## src/rtl/mips_pkg.sv

```systemverilog
// Shared definitions for the instruction-memory program loader.
//   - state_e         : loader FSM state encoding
//   - IMEM_ADDR_WIDTH : default word-address width of the instruction memory
package mips_pkg;

    typedef enum logic [1:0] {
        RUN     = 2'd0,
        LOAD    = 2'd1,
        WRITE   = 2'd2,
        RELEASE = 2'd3
    } state_e;

    localparam int IMEM_ADDR_WIDTH = 8;

endpackage

```

## src/rtl/imem_word_packer.sv

```systemverilog
// Assembles four host bytes into one big-endian 32-bit word.
// Ports:
//   clk, reset : clock, synchronous active-high reset
//   clear      : drop any partial word and restart at byte 0
//   accept     : byte_in is consumed this cycle
//   byte_in    : host byte
//   word_out   : assembled word; valid together with word_done
//   word_done  : the byte being accepted completes a word
module imem_word_packer (
    input  logic        clk,
    input  logic        reset,
    input  logic        clear,
    input  logic        accept,
    input  logic [7:0]  byte_in,
    output logic [31:0] word_out,
    output logic        word_done
);

    logic [1:0]  cnt_q;
    logic [23:0] shift_q;   // bytes 0..2, byte 0 in the top lane

    // The 4th byte is merged combinationally so the caller can register the
    // full word on the same edge that accepts it.
    assign word_out  = {shift_q, byte_in};
    assign word_done = accept && (cnt_q == 2'd3);

    always_ff @(posedge clk) begin
        if (reset || clear) begin
            cnt_q   <= 2'd0;
            shift_q <= 24'd0;
        end else if (accept) begin
            cnt_q   <= cnt_q + 2'd1;
            shift_q <= {shift_q[15:0], byte_in};
        end
    end

endmodule

```

## src/rtl/imem_loader.sv

```systemverilog
// Program-load controller for the instruction memory. Stalls the CPU, takes a
// host byte stream, writes big-endian words to word addresses 0,1,2,... and
// finishes with a one-cycle PC reset pulse before handing the memory address
// port back to the fetch path.
// Ports:
//   clk, reset               : clock, synchronous active-high reset
//   load_start, load_words   : begin a load of load_words words (RUN only)
//   load_abort               : abandon the load, partial word discarded
//   byte_valid/data/ready    : host byte handshake
//   fetch_addr               : PC byte address, passed through in RUN
//   imem_addr                : byte address to instruction memory
//   mem_we, mem_wdata        : instruction-memory write port
//   cpu_stall, cpu_pc_reset  : CPU control
//   busy                     : loader not in RUN
module imem_loader
    import mips_pkg::*;
#(
    parameter int ADDR_WIDTH = IMEM_ADDR_WIDTH
) (
    input  logic                clk,
    input  logic                reset,
    input  logic                load_start,
    input  logic [ADDR_WIDTH:0] load_words,
    input  logic                load_abort,
    input  logic                byte_valid,
    input  logic [7:0]          byte_data,
    output logic                byte_ready,
    input  logic [31:0]         fetch_addr,
    output logic [31:0]         imem_addr,
    output logic                mem_we,
    output logic [31:0]         mem_wdata,
    output logic                cpu_stall,
    output logic                cpu_pc_reset,
    output logic                busy
);

    localparam logic [ADDR_WIDTH:0] MAX_WORDS = {1'b1, {ADDR_WIDTH{1'b0}}};
    localparam int PAD = 32 - ADDR_WIDTH - 3;

    state_e              state_q;
    // One bit wider than the word address so a full-memory load can count
    // to 2^ADDR_WIDTH without the pointer wrapping back onto word 0.
    logic [ADDR_WIDTH:0] ptr_q, ptr_d, count_q;
    logic                mem_we_q, cpu_stall_q, cpu_pc_reset_q, busy_q;
    logic [31:0]         mem_wdata_q;

    logic                accept, word_done, pk_clear;
    logic [31:0]         word_out;

    // Abort takes precedence over a byte offered in the same cycle.
    assign byte_ready = (state_q == LOAD) && !load_abort;
    assign accept     = byte_ready && byte_valid;
    assign pk_clear   = ((state_q == RUN) && load_start) ||
                        ((state_q == LOAD) && load_abort);
    assign ptr_d      = ptr_q + 1'b1;

    assign imem_addr  = (state_q == RUN) ? fetch_addr
                                         : {{PAD{1'b0}}, ptr_q, 2'b00};

    assign mem_we       = mem_we_q;
    assign mem_wdata    = mem_wdata_q;
    assign cpu_stall    = cpu_stall_q;
    assign cpu_pc_reset = cpu_pc_reset_q;
    assign busy         = busy_q;

    imem_word_packer u_packer (
        .clk       (clk),
        .reset     (reset),
        .clear     (pk_clear),
        .accept    (accept),
        .byte_in   (byte_data),
        .word_out  (word_out),
        .word_done (word_done)
    );

    // Outputs are set on the transition into the state that owns them, so
    // they are registered yet line up with that state.
    always_ff @(posedge clk) begin
        if (reset) begin
            state_q        <= RUN;
            ptr_q          <= '0;
            count_q        <= '0;
            mem_we_q       <= 1'b0;
            mem_wdata_q    <= 32'd0;
            cpu_stall_q    <= 1'b0;
            cpu_pc_reset_q <= 1'b0;
            busy_q         <= 1'b0;
        end else begin
            mem_we_q       <= 1'b0;
            cpu_pc_reset_q <= 1'b0;
            case (state_q)
                RUN: begin
                    if (load_start) begin
                        ptr_q       <= '0;
                        count_q     <= (load_words > MAX_WORDS) ? MAX_WORDS : load_words;
                        cpu_stall_q <= 1'b1;
                        busy_q      <= 1'b1;
                        if (load_words == '0) begin
                            state_q        <= RELEASE;
                            cpu_pc_reset_q <= 1'b1;
                        end else begin
                            state_q <= LOAD;
                        end
                    end
                end
                LOAD: begin
                    if (load_abort) begin
                        state_q        <= RELEASE;
                        cpu_pc_reset_q <= 1'b1;
                    end else if (word_done) begin
                        state_q     <= WRITE;
                        mem_we_q    <= 1'b1;
                        mem_wdata_q <= word_out;
                    end
                end
                WRITE: begin
                    ptr_q <= ptr_d;
                    // An abort seen here lets the current write finish.
                    if ((ptr_d == count_q) || load_abort) begin
                        state_q        <= RELEASE;
                        cpu_pc_reset_q <= 1'b1;
                    end else begin
                        state_q <= LOAD;
                    end
                end
                RELEASE: begin
                    state_q     <= RUN;
                    cpu_stall_q <= 1'b0;
                    busy_q      <= 1'b0;
                end
                default: state_q <= RUN;
            endcase
        end
    end

endmodule

```

## config.mk

```make
export PLATFORM = sky130hd
export DESIGN_NAME = imem_loader
export DESIGN_NICKNAME = d
export VERILOG_FILES = /design/src/rtl/mips_pkg.sv /design/src/rtl/imem_word_packer.sv /design/src/rtl/imem_loader.sv
export SDC_FILE = /design/constraint.sdc
export NUM_CORES = 1
export LEC_CHECK = 0
export CAP_MARGIN = 10
export CORE_UTILIZATION = 50
export CTS_BUF_LIST = sky130_fd_sc_hd__clkbuf_8
export CTS_CLUSTER_SIZE = 12
export DETAILED_ROUTE_END_ITERATION = 8
export DONT_BUFFER_PORTS = 1
export PLACE_DENSITY_LB_ADDON = 0.25
export RECOVER_POWER = 50
export SYNTH_ARGS = -nofsm -noshare
export SYNTH_HDL_FRONTEND = slang
export SYNTH_HIERARCHICAL = 1
export SYNTH_SLANG_ARGS = --single-unit
```

## constraint.sdc

```tcl
create_clock -name clk -period 1.9 [get_ports clk]
set_input_delay 0.095 -clock clk [delete_from_list [all_inputs] [get_ports clk]]
set_output_delay 0.095 -clock clk [all_outputs]
set_load 0.01 [all_outputs]
```

==> Yosys cells after proc, flatten, opt, wreduce, memory -nomap -nowiden <==
Index checks and enable logic that the tools add are counted.
{ "word_totals": {"ff_bits": 81, "wordCells": 58} }
{ "classes": {"addsub": 2, "n_lt_le_gt_ge": 1, "eq_ne": 7, "mux": 18, "bitwise": 2, "n_reduce_logical": 19} }
{ "op_table": {"columns": ["operator", "count"], "rows": [
  ["$mux 32", 1],
  ["$mux 9", 2],
  ["$pmux 9 s2", 1],
  ["$mux 2", 5],
  ["$add 9x1->9 const B", 1],
  ["$eq 9x9->1", 1],
  ["$gt 9x9->1 const B", 1],
  ["$logic_not 9->1", 1],
  ["$pmux 2 s4", 1],
  ["$reduce_and 2->1", 4],
  ["$eq 2x2->1 const B", 3],
  ["$mux 1", 6],
  ["$logic_and 1x1->1", 5],
  ["$reduce_bool 2->1", 2],
  ["$logic_or 1x1->1", 3],
  ["$ne 3x2->1 const B", 1],
  ["$pmux 1 s3", 1],
  ["$reduce_and 3->1", 1],
  ["$reduce_or 3->1", 1],
  ["$add 2x1->2 const B", 1],
  ["$eq 2x1->1 const B", 1],
  ["$logic_not 2->1", 1],
  ["$ne 2x2->1 const B", 1],
  ["$not 1->1", 2],
  ["other kinds (2)", 2]
]} }

==> Longest topological paths before layout <==
Gate-level depths: netlist (run 1).
{ "logic_depth": {"word_depth": 7, "depth_mapped": 11, "mapped_depth_nobuf": 8} }

==> Modules after synthesis <==
The synthesis (run 1) kept the hierarchy.
{ "modules_own_cells": {"columns": ["module", "n_inst", "cells_each", "area_each_um2", "seq_area_each_um2"], "rows": [
  ["imem_loader", 1, 347, 2691.3, 1101.1],
  ["imem_word_packer", 1, 95, 1039.7, 520.5]
]} }

==> Least setup slack after synthesis (run 1) <==
No wires, ideal clock.
{ "synth_timing": {"kind": "register to register", "startpoint": "register state_q[0]", "endpoint": "register state_q[1]", "setup_ns": 0.069, "t_arrival_ns": 2.047, "required_time_ns": 1.831, "slack_ns": -0.217, "stages_incl_launch_ff": 11, "path_buffers": 2, "synth_period_minus_slack_ns": 2.117, "cell_sequence": "dfxtp_1 inv_2 nor3_2 and2_1 buf_6 buf_6 and2_1 o21ai_0 a222oi_1 nand4_1 o21ai_1"} }
{ "synth_via": {"elab_chain_len": 6, "word_cells_on_any_way": 11, "classes_between": "eq/ne (5); mux (1); reduce/logical (5)"} }
{ "synth_lines": {"columns": ["element", "line", "rtl"], "rows": [
  ["start, declared", "imem_loader.sv:40", "state_e state_q;"],
  ["start signal, assigned", "imem_loader.sv:80", "state_q <= RUN;"],
  ["start signal, assigned", "imem_loader.sv:99", "state_q <= RELEASE;"],
  ["start signal, assigned", "imem_loader.sv:102", "state_q <= LOAD;"],
  ["$eq 2x1->1", "imem_loader.sv:51", "assign byte_ready = (state_q == LOAD) && !load_abort;"],
  ["$logic_and 1x1->1", "imem_loader.sv:51", null],
  ["net byte_ready", "imem_loader.sv:27", "output logic byte_ready,"],
  ["$logic_and 1x1->1", "imem_loader.sv:52", "assign accept = byte_ready && byte_valid;"],
  ["net accept", "imem_loader.sv:47", "logic accept, word_done, pk_clear;"],
  ["$logic_and 1x1->1", "imem_word_packer.sv:25", "assign word_done = accept && (cnt_q == 2'd3);"],
  ["net word_done", "imem_loader.sv:47", null],
  ["$ne 3x2->1 (no line)", null, null],
  ["$reduce_and 2->1 (no line)", null, null]
]} }
The timed path passes the listed nets, and every way through them passes these cells.
A chain may end at the register's enable or synchronous reset.

==> Worst setup path after layout (run 1) <==
{ "layout_timing": {"startpoint": "register ptr_q[1]", "endpoint": "register state_q[1]"} }
{ "layout_via": {"elab_chain_len": 5} }
{ "layout_lines": {"columns": ["element", "line", "rtl"], "rows": [
  ["start, declared", "imem_loader.sv:43", "logic [ADDR_WIDTH:0] ptr_q, ptr_d, count_q;"],
  ["start signal, assigned", "imem_loader.sv:117", "ptr_q <= ptr_d;"],
  ["$add 9x1->9", "imem_loader.sv:55", "assign ptr_d = ptr_q + 1'b1;"],
  ["$eq 9x9->1", "imem_loader.sv:119", "if ((ptr_d == count_q) || load_abort) begin"],
  ["$logic_or 1x1->1", "imem_loader.sv:119", null],
  ["$mux 2", "imem_loader.sv:119", null],
  ["$pmux 2 s4", "imem_loader.sv:91", "case (state_q)"],
  ["end signal, assigned", "imem_loader.sv:99", null],
  ["end signal, assigned", "imem_loader.sv:120", "state_q <= RELEASE;"],
  ["end signal, assigned", "imem_loader.sv:123", "state_q <= LOAD;"]
]} }
No other way between the ends.

==> impl_metrics.tcl, run 1 <==
set metrics [dict create \
    synth_area_leaders "dfxtp_1 43%, nand2_1 7.4%, mux2i_1 7.2%" \
    first_pass_iters 5 \
    clkLatencyLatePin_ps 360 \
    hold_path.class "in -> reg" \
    final_cell_mix "80 x dfxtp_1, 75 x nand2_1, 53 x a21oi_1, 50 x nor2_1, 27 x mux2i_1" \
    tns_ps 0 \
    rsz0062_at_grt "false" \
    ir_drop_mv 0.407 \
    maxCapViolCount 0 \
    total_power_uw 3620 \
    area_growth_syn_to_layout_pct 9.42 \
    die_w_um 88.4 \
    fin_nets 497 \
    drv_slew 0 \
    path_max_fanout 8 \
    worst_pin_slew_ps 890 \
    io_pins 123 \
    syn_inst 442 \
    numCtsBuffers 9 \
    die_y_um 88.4 \
    cp-start-kind "flop" \
    finalWirelength_um 8720 \
    num_vias 2993 \
    skew_ps 14.2 \
    cp-end-kind "flop" \
    use_met3_pct 5.88 \
    status "complete, no violations" \
    relSlewSlack_pct 40.7 \
    tritoncts "built" \
    drive_gt1_share_pct 10.5 \
    setup_viol 0 \
    routed_via_density 5.49 \
    synth_top_area_cell "dfxtp_1" \
    crit_arrival_ps 2050 \
    synth_fp_nets 498 \
    grt_pass1_vias 2607 \
    ant_nets 0 \
    htree_levels 3 \
    dp_hpwl_um 6040 \
    drt_iter0_drc 185 \
    clk_pin_slew_ps 90 \
    yosys_most_used_dff "dfxtp_1" \
    gr-usage-met1_pct 28.7 \
    syn_area_um2 3730 \
    cts_setup_buffers 0 \
    antenna_found_initial 0 \
    min_period_over_period_pct 93.5 \
    routabilityCongestion 0.850 \
    fp-row-count 31 \
    start_util_pct 51.7 \
    path_class "reg -> reg" \
    clock_sinks 81 \
    avgSynthCellArea_um2 8.44 \
    fmax_mhz 563 \
    diodes 0 \
    grt_max_degree 57 \
    avgRoutedWirePerCell_um 16.0 \
    powerDensity_nw_per_um2 888 \
    globalRouteMet2Util_pct 35.6 \
    synth-async-reset-ratio_pct 0 \
    ys_seq_area_share_pct 43.5 \
    final_common_cell "dfxtp_1" \
    dieArea_um2 7810 \
    root_buffer "clkbuf_8" \
    grt_pass1_wl_um 13100 \
    hold_viol_final 0 \
    synth_top_area_share_pct 43.5 \
    overflow 0 \
    track_usage_pct 22.4 \
    leakagePower_uw 0.00139 \
    crit_required_ps 2180 \
    core_area_um2 7210 \
    cts_buffer_depth 2 \
    route.detailed.drc 0 \
    yosys_register_bits 81 \
    grt_busiest_layer "met2" \
    portBuffers 0 \
    fillers 638 \
    synth_warnings 6 \
    period_needed_ps 1780 \
    yosysUniqueCellTypes 44 \
    synth_edf_count 0 \
]
-- logic make-up (layout without fill, tap and decap cells) --
family	Yosys count	count (layout)	synth area share, %
AND/OR/NAND/NOR	189	189	23.8
flip-flops	81	81	43.5
AO/OA/AOI/OAI	77	77	11.5
buffers and inverters	43	47	7.24
multiplexers	37	37	10.3
XOR/XNOR	13	13	3.05
adder cells (fa/ha/maj)	2	2	0.671
-- timing repair --
action | 4_1_cts | 5_1_grt
endpoints found under the setup margin | 0 | 26
gates resized for setup | 0 | 6
hold buffers | 11 | 0
hold endpoints to repair | 63 | 0
-- worst paths after layout --
path | from | to | slack, ps | cells after the start
setup reg to reg | ptr_q[1] | state_q[1] | 120 | 6
setup / recovery | ptr_q[1] | state_q[1] | 120 | 6
hold reg to reg | u_packer/shift_q[23] | mem_wdata[31] | 460 | 2
hold / removal | load_abort | state_q[0] | 40 | 3
-- Yosys cell counts, types with 3 or more instances --
cell type / number
dfxtp_1: 81
nand2_1: 74
a21oi_1: 53
nor2_1: 50
and2_1: 27
mux2i_1: 27
clkbuf_1: 15
buf_4: 11
mux2_2: 9
nor3b_1: 9
o21ai_0: 9
xnor2_1: 9
buf_2: 6
buf_6: 5
nand4_1: 5
a22oi_1: 4
nor3_1: 4
xor2_1: 4
inv_1: 3
nand3_1: 3
nor4_1: 3
-- per-stage QoR --
step	hold slack (ps)	std cells	worst slack, ps	util [%]	instance area [um2]
after floorplan	220	442	-1.96	-	3750
after global placement	170	518	162	51.9	3740
after detailed placement	173	518	144	51.9	3740
after CTS	14.8	545	16.8	56.5	4080
after global routing	37.2	545	9.12	56.6	4080
final	39.7	545	124	56.6	4080
-- where the power goes --
group	total, uW	internal, uW	switching, uW
sequential	1760	1730	33.6
clock	1310	634	679
combinational	551	220	332
total	3620	2580	1040
-- critical path: stages, from the launching register on --
cell and delay, ps:
dfxtp_1 360, ha_2 230, o21ba_1 180, a221o_1 350, a222oi_1 290, nand4_1 130, o21ai_1 150
-- metal layers --
metal  routed length, um  share of wire [%]
met1                3720                 43
met5                   0                  0
met2                4200                 48
met3                 671                7.7
met4                 121                1.4
-- cell type report --
class | instances | area, um2 | share of cell area [%]
clock buffer | 9 | 124 | 3.03
clock inverter | 7 | 85.1 | 2.08
inverter | 4 | 15.0 | 0.368
multi-input combinational | 318 | 1860 | 45.4
sequential | 81 | 1620 | 39.7
tap | 99 | 124 | 3.03
timing repair buffer | 27 | 256 | 6.28
-- sequential cells by signal (all words and copies together), names as in the netlist --
| register | count |
|---|---|
| state_q | 2 |
| u_packer/shift_q | 24 |
| mem_we | 1 |
| u_packer/cnt_q | 2 |
| cpu_pc_reset | 1 |
| mem_wdata | 32 |
| count_q | 9 |
| busy | 1 |
| ptr_q | 9 |
No activity file was read; power rests on OpenSTA's default activity.
==> run 2: changes to the inputs <==
CORE_UTILIZATION = 55   (was 50)
==> run 2 against run 1 <==
The flow now finishes with violations (DRC); global-route usage up 2.3 points; worst hold slack worse by 17 ps; combinational power down 3.8%; count of clock-buffer cells in the layout up 1; flip-flop and latch count unchanged; core utilization up 5.5 points; wire length down 1.1%; register-to-register slack better by 40 ps; critical path type is now reg -> out; largest cell class unchanged; highest routed layer unchanged.
==> impl_metrics.tcl, run 2 (synthesized netlist as in run 1, its figures left out) <==
set metrics [dict create \
    status "complete, but fails checks" \
    fillers 594 \
    final_area_um2 4010 \
    crit_path_max_incr_delay_ps 320 \
    diodes 0 \
    grt_pass1_wl_um 13600 \
    period_needed_ps 1770 \
    worst_pin_slew_ps 891 \
    routed_via_density 5.73 \
    fp-row-count 29 \
    root_buffer "clkbuf_8" \
    io_pins 123 \
    fmax_mhz 565 \
    setup_viol 0 \
    grt_max_degree 57 \
    relSlewSlack_pct 40.6 \
    overflow 0 \
    clkLatencyLatePin_ps 350 \
    first_pass_iters 7 \
    track_usage_pct 24.6 \
    crit_arrival_ps 1680 \
    clock_sinks 81 \
    violations "DRC" \
    holdWs_ps 22.9 \
    largest_reg_flops 32 \
    ant_nets 0 \
    antenna_found_initial 0 \
    final_common_cell "dfxtp_1" \
    skew_ps 10.2 \
    path_class "reg -> out" \
    start_util_pct 57.8 \
    total_power_uw 3590 \
    crit_required_ps 1800 \
    route.detailed.drc 15 \
    clk_pin_slew_ps 80 \
    min_period_over_period_pct 93.2 \
    dieArea_um2 7120 \
    drive_gt1_share_pct 9.93 \
    powerDensity_nw_per_um2 896 \
    dpl-instance-area_um2 3700 \
    preCtsSetupSlack_ps 110 \
    area_growth_syn_to_layout_pct 7.51 \
    num_vias 2982 \
    setup_ws_ps 129 \
    routabilityCongestion 0.837 \
    cp-end-kind "output port" \
    drv_slew 0 \
    final_cell_mix "79 x dfxtp_1, 75 x nand2_1, 53 x a21oi_1, 50 x nor2_1, 27 x mux2i_1" \
    fin_nets 494 \
    maxCapViolCount 0 \
    die_w_um 84.4 \
    hold_viol_final 0 \
    dp_hpwl_um 5970 \
    die_y_um 84.4 \
    cp-start-kind "flop" \
    crit_chain "buf_4 > nor2_4 > buf_4 > buf_4 > and2_1" \
    numCtsBuffers 9 \
    leakagePower_uw 0.00138 \
    seq_area_um2 1620 \
    tritoncts "built" \
    cpMostUsedCell "buf_4" \
    slowest_stage "dfxtp_1" \
    avgRoutedWirePerCell_um 16.6 \
    ir_drop_mv 0.579 \
    htree_levels 3 \
    multiInputGateArea_um2 1850 \
    fin_util_pct 62.1 \
    hold_path.class "in -> reg" \
    rsz0062_at_grt "false" \
    core_area_um2 6460 \
    finalWirelength_um 8630 \
    path_max_fanout 16 \
    grt_pass1_vias 2729 \
    portBuffers 0 \
    drt_iter0_drc 273 \
    cts_buffer_depth 2 \
]
run 2: cell count changes in the layout (fill, tap and decap cells not counted), sizes merged:
cell	before	now
clkbuf	12	13
buf	14	12
clkinvlp	2	0
inv	8	7
dlygate4sd3	10	9
clkinv	0	2
run 2: layout make-up:
type                    count  area share [%]
multi-input cells         318            46.1
clock inverters             6            1.84
well taps                  77            2.40
inverters                   4           0.374
flip-flops and latches     81            40.5
repair buffers             24            5.40
clock buffers              10            3.43
run 2: critical path: cells and delay by family, from the launching register on:
family / cells / cell delay, ps
buf+inv: 3 / 580
flops: 1 / 320
simple gates: 2 / 410
run 2: final timing paths:
path / slack, ps / cells past startpoint / endpoint / start
hold reg to reg: 450 / 2 / mem_wdata[28] / u_packer/shift_q[20]
setup / recovery: 130 / 5 / imem_addr[27] / state_q[0]
setup reg to reg: 160 / 6 / state_q[1] / ptr_q[1]
hold / removal: 20 / 4 / state_q[1] / load_abort
run 2: per-stage QoR:
stage	cells	setup TNS, ps
after floorplan	442	-1.96
after global placement	494	0
after detailed placement	494	0
after CTS	520	0
after global routing	520	0
final	520	0
run 2: routing by layer:
metal / track usage, % / wire (um) / vias to the layer above
met2: 39.4 / 4020 / 118
li1: - / - / 1467
met5: 0 / 0 / -
met3: 6.19 / 668 / 17
met4: 10.8 / 209 / 0
met1: 31.7 / 3730 / 1380
run 2: report_power, final:
group	leakage [uW]	internal, uW	switching [uW]
Combinational	0.000616	205	325
Clock	0.000108	661	646
Sequential	0.000655	1730	32.5
Total	0.00138	2590	1000
run 2: timing repair:
item | CTS | global route
hold buffers | 10 | 0
gates cloned | 0 | 0
setup buffers | 0 | 0
gates resized for setup | 1 | 4
setup endpoints to repair | 11 | 4
hold endpoints to repair | 63 | 0
pin swaps | 0 | 0
==> run 3: changes to the inputs <==
CORE_ASPECT_RATIO = 0.6   (was unset)
SKIP_LAST_GASP = 1   (was unset)
==> run 3 against run 2 <==
The flow now finishes without violations; maximum frequency down 2.1%; design area up 0.65%; global-route usage up 1.2 points; non-clock buffer count unchanged; worst hold slack worse by 10 ps; worst setup slack worse by 39 ps; total power up 2.7%; wire length up 3.5%; register-to-register slack worse by 70 ps; critical path depth up 1; largest power group unchanged.
==> impl_metrics.tcl, run 3 (synthesized netlist as in run 1, its figures left out) <==
set metrics [dict create \
    netSwitchingPower_uw 986 \
    path_class "reg -> reg" \
    grt_pass1_vias 2578 \
    clk_pin_slew_ps 80 \
    largest_reg_flops 32 \
    route.detailed.drc 0 \
    grt_pass1_wl_um 13500 \
    diodes 0 \
    powerDensity_nw_per_um2 915 \
    hold_viol_final 0 \
    cts_buffer_depth 2 \
    holdWs_ps 12.7 \
    routed_via_density 5.72 \
    routabilityCongestion 0.897 \
    ant_nets 0 \
    portBuffers 0 \
    fp-row-count 22 \
    skew_ps 7.76 \
    worst_pin_slew_ps 917 \
    cp-start-kind "flop" \
    die_y_um 65.8 \
    core_area_um2 6330 \
    fillers 549 \
    leakagePower_uw 0.00138 \
    crit_family "simple AND/OR/NAND/NOR gates" \
    start_util_pct 58.9 \
    finalNonFillerCells 526 \
    final_common_cell "dfxtp_1" \
    io_pins 123 \
    tritoncts "built" \
    avgRoutedWirePerCell_um 17.0 \
    fin_nets 494 \
    crit_arrival_ps 2090 \
    tns_ps 0 \
    clock_sinks 81 \
    numCtsBuffers 9 \
    final_cell_mix "79 x dfxtp_1, 74 x nand2_1, 53 x a21oi_1, 50 x nor2_1, 27 x mux2i_1" \
    cp-end-kind "flop" \
    slowest_stage "nor4_1" \
    fmax_mhz 553 \
    htree_levels 3 \
    p_sw_share_pct 26.7 \
    total_power_uw 3690 \
    rsz0062_at_grt "false" \
    wl_met3_um 780 \
    status "complete, no violations" \
    maxCapViolCount 0 \
    ir_drop_mv 0.536 \
    setup_viol 0 \
    hold_path.class "in -> reg" \
    crit_path_max_incr_delay_ps 530 \
    drive_gt1_share_pct 10.4 \
    min_period_over_period_pct 95.2 \
    num_vias 3010 \
    clkPwrFrac_pct 37.4 \
    track_usage_pct 25.8 \
    drv_slew 0 \
    p_int_uw 2710 \
    antenna_found_initial 1 \
    wl_met2_um 3700 \
    seq_area_um2 1620 \
    path_max_fanout 6 \
    die_w_um 108 \
    overflow 0 \
    met1_length_um 4300 \
    relSlewSlack_pct 38.9 \
    dp_hpwl_um 6220 \
    p_seq_share_pct 47.7 \
    preCtsSetupSlack_ps 68.2 \
    path_buf_inv 1 \
    setup_ws_ps 90.5 \
    grt_max_degree 57 \
    crit_required_ps 2180 \
    clkLatencyLatePin_ps 350 \
    crit_chain "buf_4 > nand3_1 > xnor2_1 > nor4_1 > nand4_1 > o21ai_1" \
    period_needed_ps 1810 \
    drt_iter0_drc 218 \
    top_layer "met5" \
    area_growth_syn_to_layout_pct 8.22 \
    first_pass_iters 5 \
    place_inst 500 \
    p_comb_share_pct 14.9 \
    dieArea_um2 7130 \
    root_buffer "clkbuf_8" \
    finalWirelength_um 8930 \
    multiInputGateArea_um2 1870 \
]
run 3: cell count changes in the layout (fill, tap and decap cells not counted), moves of 2 or more:
cell      change
and2_0       +10
and2_1       -10
clkinv_2      +2
clkinv_4      -2
inv_6         -2
run 3: area by class of cell:
cell class,count,area share (%)
Multi-Input combinational cell,318,46.2
Inverter,4,0.372
Tap cell,84,2.60
Timing Repair Buffer,24,5.24
Clock buffer,10,3.41
Clock inverter,5,1.95
Sequential cell,81,40.2
run 3: path summary, 6_finish.rpt:
check | depth (start not counted) | from | end | slack (ps)
max | 6 | ptr_q[0] | state_q[1] | 90
min | 4 | load_start | busy | 10
max reg2reg | 6 | ptr_q[0] | state_q[1] | 90
min reg2reg | 2 | u_packer/shift_q[16] | mem_wdata[24] | 450
run 3: power groups by stage:
stage	clock (uW)	combinational, uW	sequential (uW)
floorplan	0	448	1790
finish	1380	550	1760
CTS	1410	539	1760
global route	1460	602	1770
global placement	0	488	1800
detailed placement	0	491	1800
run 3: through the flow:
| stage | area, um2 | utilization (%) |
|---|---|---|
| after floorplan | 3750 | - |
| after global placement | 3700 | 58.4 |
| after CTS | 4030 | 63.7 |
| after global routing | 4040 | 63.8 |
| final | 4040 | 63.8 |
| after detailed placement | 3700 | 58.4 |
run 3: repair_timing:
item                                    4_1_cts  5_1_grt
pin swaps                                     0        1
setup buffers                                 0        1
resized for setup                             1        5
cloned                                        0        0
hold buffers                                 10        0
hold endpoints to repair                     63        0
endpoints found under the setup margin       16       20
run 3: tightest hold or removal path: cells and delay by family:
family / cells / cell delay [ps]
AOI/OAI and AO/OA: 2 / 80
and+or+nand+nor: 2 / 150
run 3: metal layers:
metal / vias to the layer above / global-route usage, %
met5: - / 0
met4: 2 / 8.28
met3: 14 / 7.78
met2: 140 / 36.8
met1: 1386 / 37.1
li1: 1468 / -
